<file path="src/rtl/regfile_pkg.sv">
// Shared constants and helpers for the scoreboarded register file.
// Latency: n/a (compile-time definitions only).
// Backpressure: n/a.
package regfile_pkg;

    localparam int DEFAULT_DATA_W = 32;
    localparam int DEFAULT_NREGS  = 32;

    // Register 0 is hardwired to zero and never marked busy.
    localparam int REG_ZERO = 0;

    // Width needed to hold an index in [0, n-1]; at least one bit.
    function automatic int idx_width(input int n);
        return (n > 1) ? $clog2(n) : 1;
    endfunction

endpackage

</file>
<file path="src/rtl/regfile_busy_tracker.sv">
// Per-register pending-producer bits with a registered population count.
// Latency: set/clear take effect on the edge they are sampled; outputs are registered.
// Backpressure: none; one set and one clear are accepted every cycle, set wins on a shared index.
module regfile_busy_tracker
    import regfile_pkg::*;
#(
    parameter int NREGS = DEFAULT_NREGS,
    localparam int AW = idx_width(NREGS),
    localparam int CW = idx_width(NREGS + 1)
) (
    input  logic             clock,
    input  logic             ctrl_reset,
    input  logic             set_vld_i,
    input  logic [AW-1:0]    set_idx_i,
    input  logic             clr_vld_i,
    input  logic [AW-1:0]    clr_idx_i,
    output logic [NREGS-1:0] busy_o,
    output logic [CW-1:0]    count_o
);

    logic [NREGS-1:0] busy_q, busy_d;
    logic [CW-1:0]    count_q, count_d;
    logic             set_eff, clr_eff, inc, dec;

    // Next busy vector and count: clear first so a same-index set overrides it.
    always_comb begin
        set_eff = set_vld_i && (set_idx_i != AW'(REG_ZERO));
        clr_eff = clr_vld_i && (clr_idx_i != AW'(REG_ZERO));
        // Count only real state changes; a clear masked by a same-index set is no change.
        inc = set_eff && !busy_q[set_idx_i];
        dec = clr_eff && busy_q[clr_idx_i] && !(set_eff && (set_idx_i == clr_idx_i));
        busy_d = busy_q;
        if (clr_eff) busy_d[clr_idx_i] = 1'b0;
        if (set_eff) busy_d[set_idx_i] = 1'b1;
        count_d = count_q + CW'(inc) - CW'(dec);
    end

    // Busy state register, cleared asynchronously.
    always_ff @(posedge clock or posedge ctrl_reset) begin
        if (ctrl_reset) begin
            busy_q  <= '0;
            count_q <= '0;
        end else begin
            busy_q  <= busy_d;
            count_q <= count_d;
        end
    end

    assign busy_o  = busy_q;
    assign count_o = count_q;

endmodule

</file>
<file path="src/rtl/regfile_sb.sv">
// Register file, 2 async read ports, 1 sync write port, busy scoreboard for multicycle ops.
// Latency: reads 0 cycles; writes visible next cycle (same cycle if REGFILE_SB_BYPASS_EN is defined).
// Backpressure: none; a write and a busy-set are accepted every cycle.
module regfile_sb
    import regfile_pkg::*;
#(
    parameter int DATA_W = DEFAULT_DATA_W,
    parameter int NREGS  = DEFAULT_NREGS,
    localparam int AW = idx_width(NREGS),
    localparam int CW = idx_width(NREGS + 1)
) (
    input  logic              clock,
    input  logic              ctrl_reset,
    input  logic              ctrl_writeEnable,
    input  logic [AW-1:0]     ctrl_writeReg,
    input  logic [DATA_W-1:0] data_writeReg,
    input  logic [AW-1:0]     ctrl_readRegA,
    input  logic [AW-1:0]     ctrl_readRegB,
    output logic [DATA_W-1:0] data_readRegA,
    output logic [DATA_W-1:0] data_readRegB,
    input  logic              ctrl_busySet,
    input  logic [AW-1:0]     ctrl_busyReg,
    output logic              busyA,
    output logic              busyB,
    output logic [CW-1:0]     busy_count,
    input  logic [AW-1:0]     ctrl_dbgReg,
    output logic [DATA_W-1:0] data_dbgReg
);

    logic [DATA_W-1:0] regs_q [NREGS];
    logic [DATA_W-1:0] regs_d [NREGS];
    logic [NREGS-1:0]  busy_vec;
    logic              wr_hit;

    assign wr_hit = ctrl_writeEnable && (ctrl_writeReg != AW'(REG_ZERO));

    // A writeback retires the pending producer of its destination.
    regfile_busy_tracker #(
        .NREGS (NREGS)
    ) u_busy (
        .clock      (clock),
        .ctrl_reset (ctrl_reset),
        .set_vld_i  (ctrl_busySet),
        .set_idx_i  (ctrl_busyReg),
        .clr_vld_i  (ctrl_writeEnable),
        .clr_idx_i  (ctrl_writeReg),
        .busy_o     (busy_vec),
        .count_o    (busy_count)
    );

    // Next storage contents; register 0 is never written so it stays zero.
    always_comb begin
        regs_d = regs_q;
        if (wr_hit) regs_d[ctrl_writeReg] = data_writeReg;
    end

    // Storage array, cleared asynchronously.
    always_ff @(posedge clock or posedge ctrl_reset) begin
        if (ctrl_reset) begin
            for (int i = 0; i < NREGS; i++) regs_q[i] <= '0;
        end else begin
            regs_q <= regs_d;
        end
    end

    // Read muxes; optional same-cycle forwarding of the write port.
    always_comb begin
        data_readRegA = regs_q[ctrl_readRegA];
        data_readRegB = regs_q[ctrl_readRegB];
        busyA         = busy_vec[ctrl_readRegA];
        busyB         = busy_vec[ctrl_readRegB];
`ifdef REGFILE_SB_BYPASS_EN
        // Forwarded data is final unless a new producer claims the same register now.
        if (wr_hit && (ctrl_writeReg == ctrl_readRegA)) begin
            data_readRegA = data_writeReg;
            busyA         = ctrl_busySet && (ctrl_busyReg == ctrl_readRegA);
        end
        if (wr_hit && (ctrl_writeReg == ctrl_readRegB)) begin
            data_readRegB = data_writeReg;
            busyB         = ctrl_busySet && (ctrl_busyReg == ctrl_readRegB);
        end
`endif
    end

    // Debug probe always shows the stored value.
    assign data_dbgReg = regs_q[ctrl_dbgReg];

endmodule
</file>
<file path="config.mk">
export PLATFORM = sky130hd
export DESIGN_NAME = regfile_sb
export DESIGN_NICKNAME = d
export VERILOG_FILES = /design/src/rtl/regfile_pkg.sv /design/src/rtl/regfile_busy_tracker.sv /design/src/rtl/regfile_sb.sv
export SDC_FILE = /design/constraint.sdc
export NUM_CORES = 2
export LEC_CHECK = 0
export BUFFER_PORTS_ARGS = -buffer_cell sky130_fd_sc_hd__clkbuf_2
export CORE_MARGIN = 2
export CORE_UTILIZATION = 30
export CTS_BUF_LIST = sky130_fd_sc_hd__clkbuf_4 sky130_fd_sc_hd__clkbuf_8
export DETAILED_ROUTE_END_ITERATION = 16
export PLACE_DENSITY = 0.41
export SLEW_MARGIN = 20
export SYNTH_ARGS = -nofsm -noshare
export SYNTH_HDL_FRONTEND = slang
export SYNTH_SLANG_ARGS = --single-unit
</file>
<file path="constraint.sdc">
create_clock -name clock -period 116.3 [get_ports clock]
set_input_delay 23.26 -clock clock [delete_from_list [all_inputs] [get_ports clock]]
set_output_delay 23.26 -clock clock [all_outputs]
set_load 0.005 [all_outputs]
</file>
==> run metrics <==
filler cell count in the final layout=approximately 21k; detailed-route via count=40.3k; combined area of the multi-input logic cells=about 0.036 mm^2; level count of the clock H-tree=4; Area after DPL=between 0.06 and 0.07 mm^2; data required time of the worst path=~93000 ps; sequential cell area=between 0.02 and 0.03 mm^2; wire length the detailed router placed on met1=~110000 um; number of CTS-inserted buffers=209; initial cell density of the core=between 30% and 40%; remaining routing DRC violations=0; clock transition at the registers of the reported paths=60 ps; Yosys warning count=0; CP Launch Point=ctrl_readRegA[0]; routed vias/inst=approximately 5.8; overall die width=approximately 470 um; largest net degree at the start of global routing=about 150; type of the worst setup path=in -> out; routed wirelength normalized by instance count=35.4 um; router iterations before antenna repair=5; number of flops mapped to enable cells by yosys=0; time the final worst path needs with I/O delays and setup=51820 ps; fin crit share=roughly 45%; total of flip-flops plus latches after synthesis=1062; final max-slew violation count=0; post-layout instance count excluding filler cells=about 6.9k; Cells after Synth=around 4.0k; worst reg2reg path startpoint=u_busy.busy_o[2]; Sinks on Clock Net=about 1.1k; I/O pin count=~170; area share of the largest cell type after synthesis=between 40 and 50%; Fin Setup TNS=0 ps; leading cell types by total area after synthesis=sky130_fd_sc_hd__dfrtp_1 (41%), sky130_fd_sc_hd__mux4_2 (32%), sky130_fd_sc_hd__mux2_2 (17%); worst setup skew after layout=about 31 ps; latest clock arrival within the worst-skew pair=990 ps; path category of the worst min-delay check=reg -> reg; most numerous cell in the Yosys netlist=sky130_fd_sc_hd__dfrtp_1; number of nets with antenna violations after detailed routing=0; arrival time at the worst endpoint=between 20000 and 30000 ps; transition time of the tightest slew-check pin=1170 ps; Pleak=between 30 and 40 nW; Detail Route met3 WL=~12000 um; Iter 0 DRT Violations=slightly below 3k; Bufs on Longest Clock Path=3; launching element type of the critical path=primary input; total of max-cap violations=0; layout cell share with drive strength beyond 1=63.9%; share of flip-flops with an asynchronous set or reset=100%; flop-to-flop setup slack=approximately 110000 ps; reg-to-reg critical path endpoint=u_busy.count_o[4]; Worst Hold Slack=413 ps; maximum fanout encountered on the critical timing path=47; largest vdd supply drop=9.18 uV; CTS tree=done; core area=0.215 mm^2; top routing layer in use=met5; Main synth FF type=sky130_fd_sc_hd__dfrtp_1; post-synthesis cell type count=54; Post CTS Setup Buffer Count=0; last weighted congestion value of the routability-driven placer=between 0.7 and 0.8; placed insts=around 6.6k; Mapped Avg Cell Area=16.4 um^2; cells resized by post-CTS repair=0; total global routing track utilization=approximately 23%; Worst Setup End Kind=primary output; final-report hold violation count=0; maximum clock frequency=19.3 MHz; cells on worst reg2reg path=14; destination of the critical timing path=data_readRegA[29]; areal power density over the cells=~17 mW/mm^2; setup repair after global routing missed its margin=false; Net Count, Synth=between 4k and 5k; result of the run=finished, final reports clean; net count reported at finish=around 4.0k; GR Overflow Total=0; Synth Cell Area=about 0.065 mm^2; height of the chip=about 470 um; quantity of hold-fixing buffers added after cts=0; Die Area=0.220 mm^2; wire length after detailed routing=246000 um; post-synthesis sequential area ratio=41.0%; Routed met2 length=~120000 um; cell taking the most area after synthesis=sky130_fd_sc_hd__dfrtp_1; synth-to-layout area growth=11.9%; area of all placed cells without fillers=about 0.073 mm^2; final setup vio count=0; vias in the first global route=around 43k; first-pass GRT wire length=349000 um; num rows=170; DP HPWL=between 100000 and 150000 um; cell chosen for the clock root=sky130_fd_sc_hd__clkbuf_8; worst rel slew slack=22.1%; number of antenna violations at the first check in global routing=19; number of input and output port buffers inserted=roughly 160; most used standard cells in the synthesized netlist=sky130_fd_sc_hd__dfrtp_1 (1062), sky130_fd_sc_hd__mux2_2 (999), sky130_fd_sc_hd__mux4_2 (927)
[per-layer routing]
| layer | up-vias | track usage [%] |
|---|---|---|
| met5 | - | 0 |
| met2 | 1065 | 36.7 |
| li1 | 16000 | - |
| met1 | 22800 | 30.8 |
| met3 | 355 | 4.16 |
| met4 | 20 | 5.97 |
[worst min path at each step]
stage | from | end | cells after the start
2_1_floorplan | regs_q[1000] | regs_q[1000] | 1
3_3_place_gp | regs_q[1010] | regs_q[1010] | 0
3_5_place_dp | regs_q[1018] | regs_q[1018] | 0
4_1_cts | regs_q[1018] | regs_q[1018] | 0
5_1_grt | regs_q[1018] | regs_q[1018] | 0
6_report | regs_q[996] | regs_q[996] | 0
[power by group]
| part | internal, mW | leakage, nW | total, mW | switching [mW] |
|---|---|---|---|---|
| combinational | 0.187 | 14.1 | 0.303 | 0.116 |
| sequential | 0.441 | 13.6 | 0.510 | 0.0688 |
| clock | 0.232 | 2.40 | 0.411 | 0.180 |
[worst max-delay path, stage by stage]
cell and delay, ps:
sky130_fd_sc_hd__buf_8 440, sky130_fd_sc_hd__buf_4 830, sky130_fd_sc_hd__buf_4 790, sky130_fd_sc_hd__buf_4 760
sky130_fd_sc_hd__buf_4 770, sky130_fd_sc_hd__mux4_2 600, sky130_fd_sc_hd__mux4_2 470, sky130_fd_sc_hd__o21a_1 250
sky130_fd_sc_hd__clkbuf_2 150
[cell usage in the layout (no fill, tap or decap), types with 3 or more instances in the layout]
master | Yosys | final
sky130_fd_sc_hd__clkbuf_8 | 0 | 275
sky130_fd_sc_hd__nor2_4 | 0 | 12
sky130_fd_sc_hd__dfrtp_1 | 1062 | 1062
sky130_fd_sc_hd__xor2_1 | 4 | 4
sky130_fd_sc_hd__diode_2 | 0 | 9
sky130_fd_sc_hd__nand2_4 | 0 | 13
sky130_fd_sc_hd__nand2b_1 | 5 | 4
sky130_fd_sc_hd__a22oi_1 | 65 | 65
sky130_fd_sc_hd__buf_12 | 0 | 3
sky130_fd_sc_hd__mux2_4 | 29 | 29
sky130_fd_sc_hd__inv_6 | 0 | 3
sky130_fd_sc_hd__buf_8 | 0 | 6
sky130_fd_sc_hd__a22o_1 | 10 | 10
sky130_fd_sc_hd__o22ai_1 | 5 | 5
sky130_fd_sc_hd__o21ai_0 | 21 | 21
sky130_fd_sc_hd__buf_4 | 32 | 89
sky130_fd_sc_hd__nand3_1 | 8 | 8
sky130_fd_sc_hd__nor3_1 | 3 | 3
sky130_fd_sc_hd__buf_6 | 12 | 4
sky130_fd_sc_hd__nor2b_1 | 8 | 6
sky130_fd_sc_hd__a21oi_1 | 6 | 6
sky130_fd_sc_hd__clkbuf_4 | 0 | 66
sky130_fd_sc_hd__ha_1 | 6 | 6
sky130_fd_sc_hd__mux4_2 | 927 | 927
sky130_fd_sc_hd__a32o_1 | 3 | 3
sky130_fd_sc_hd__clkinv_2 | 0 | 23
sky130_fd_sc_hd__nor2_1 | 19 | 7
sky130_fd_sc_hd__inv_1 | 17 | 16
sky130_fd_sc_hd__clkbuf_2 | 1 | 149
sky130_fd_sc_hd__xnor2_1 | 6 | 6
sky130_fd_sc_hd__nand3b_1 | 3 | 3
sky130_fd_sc_hd__mux2i_1 | 138 | 138
sky130_fd_sc_hd__clkinvlp_4 | 0 | 5
sky130_fd_sc_hd__nand2_1 | 29 | 16
sky130_fd_sc_hd__o21a_1 | 65 | 65
sky130_fd_sc_hd__mux2_2 | 999 | 999
[logic make-up (layout without fill, tap and decap cells)]
group           count (synthesis)  after routing  share of synthesized area (%)
simple gates                   95             95                          0.753
mux                          2093           2093                           52.4
compound gates                188            188                           2.11
fa+ha+maj                       7              7                          0.147
buf+inv                       507            643                           3.50
other cells                     0              9                              0
flops                        1062           1062                           41.0
xor+xnor                       10             10                          0.135
[final cells by class]
| class | count | area share, % |
|---|---|---|
| multi-input cells | 2393 | 49.9 |
| repair buffers | 253 | 2.26 |
| inverters | 17 | 0.0983 |
| clock buffers | 339 | 5.86 |
| well taps | 2838 | 4.89 |
| flip-flops and latches | 1062 | 36.6 |
| clock inverters | 34 | 0.326 |
| diodes | 9 | 0.0310 |
[flip-flops by register name (all words and copies together) (netlist names)]
name	count
regs_q	1024
u_busy.busy_o	32
u_busy.count_o	6
[through the flow]
stage               setup slack [ps]  power (mW)  utilization [%]
floorplan                      63150       0.729                -
global route                   64020        1.29             33.8
detailed placement             64310       0.820             31.7
finish                         64480        1.22             33.8
global placement               64360       0.816             31.7
CTS                            64300        1.24             33.8
No activity file was read; power rests on OpenSTA's default activity.
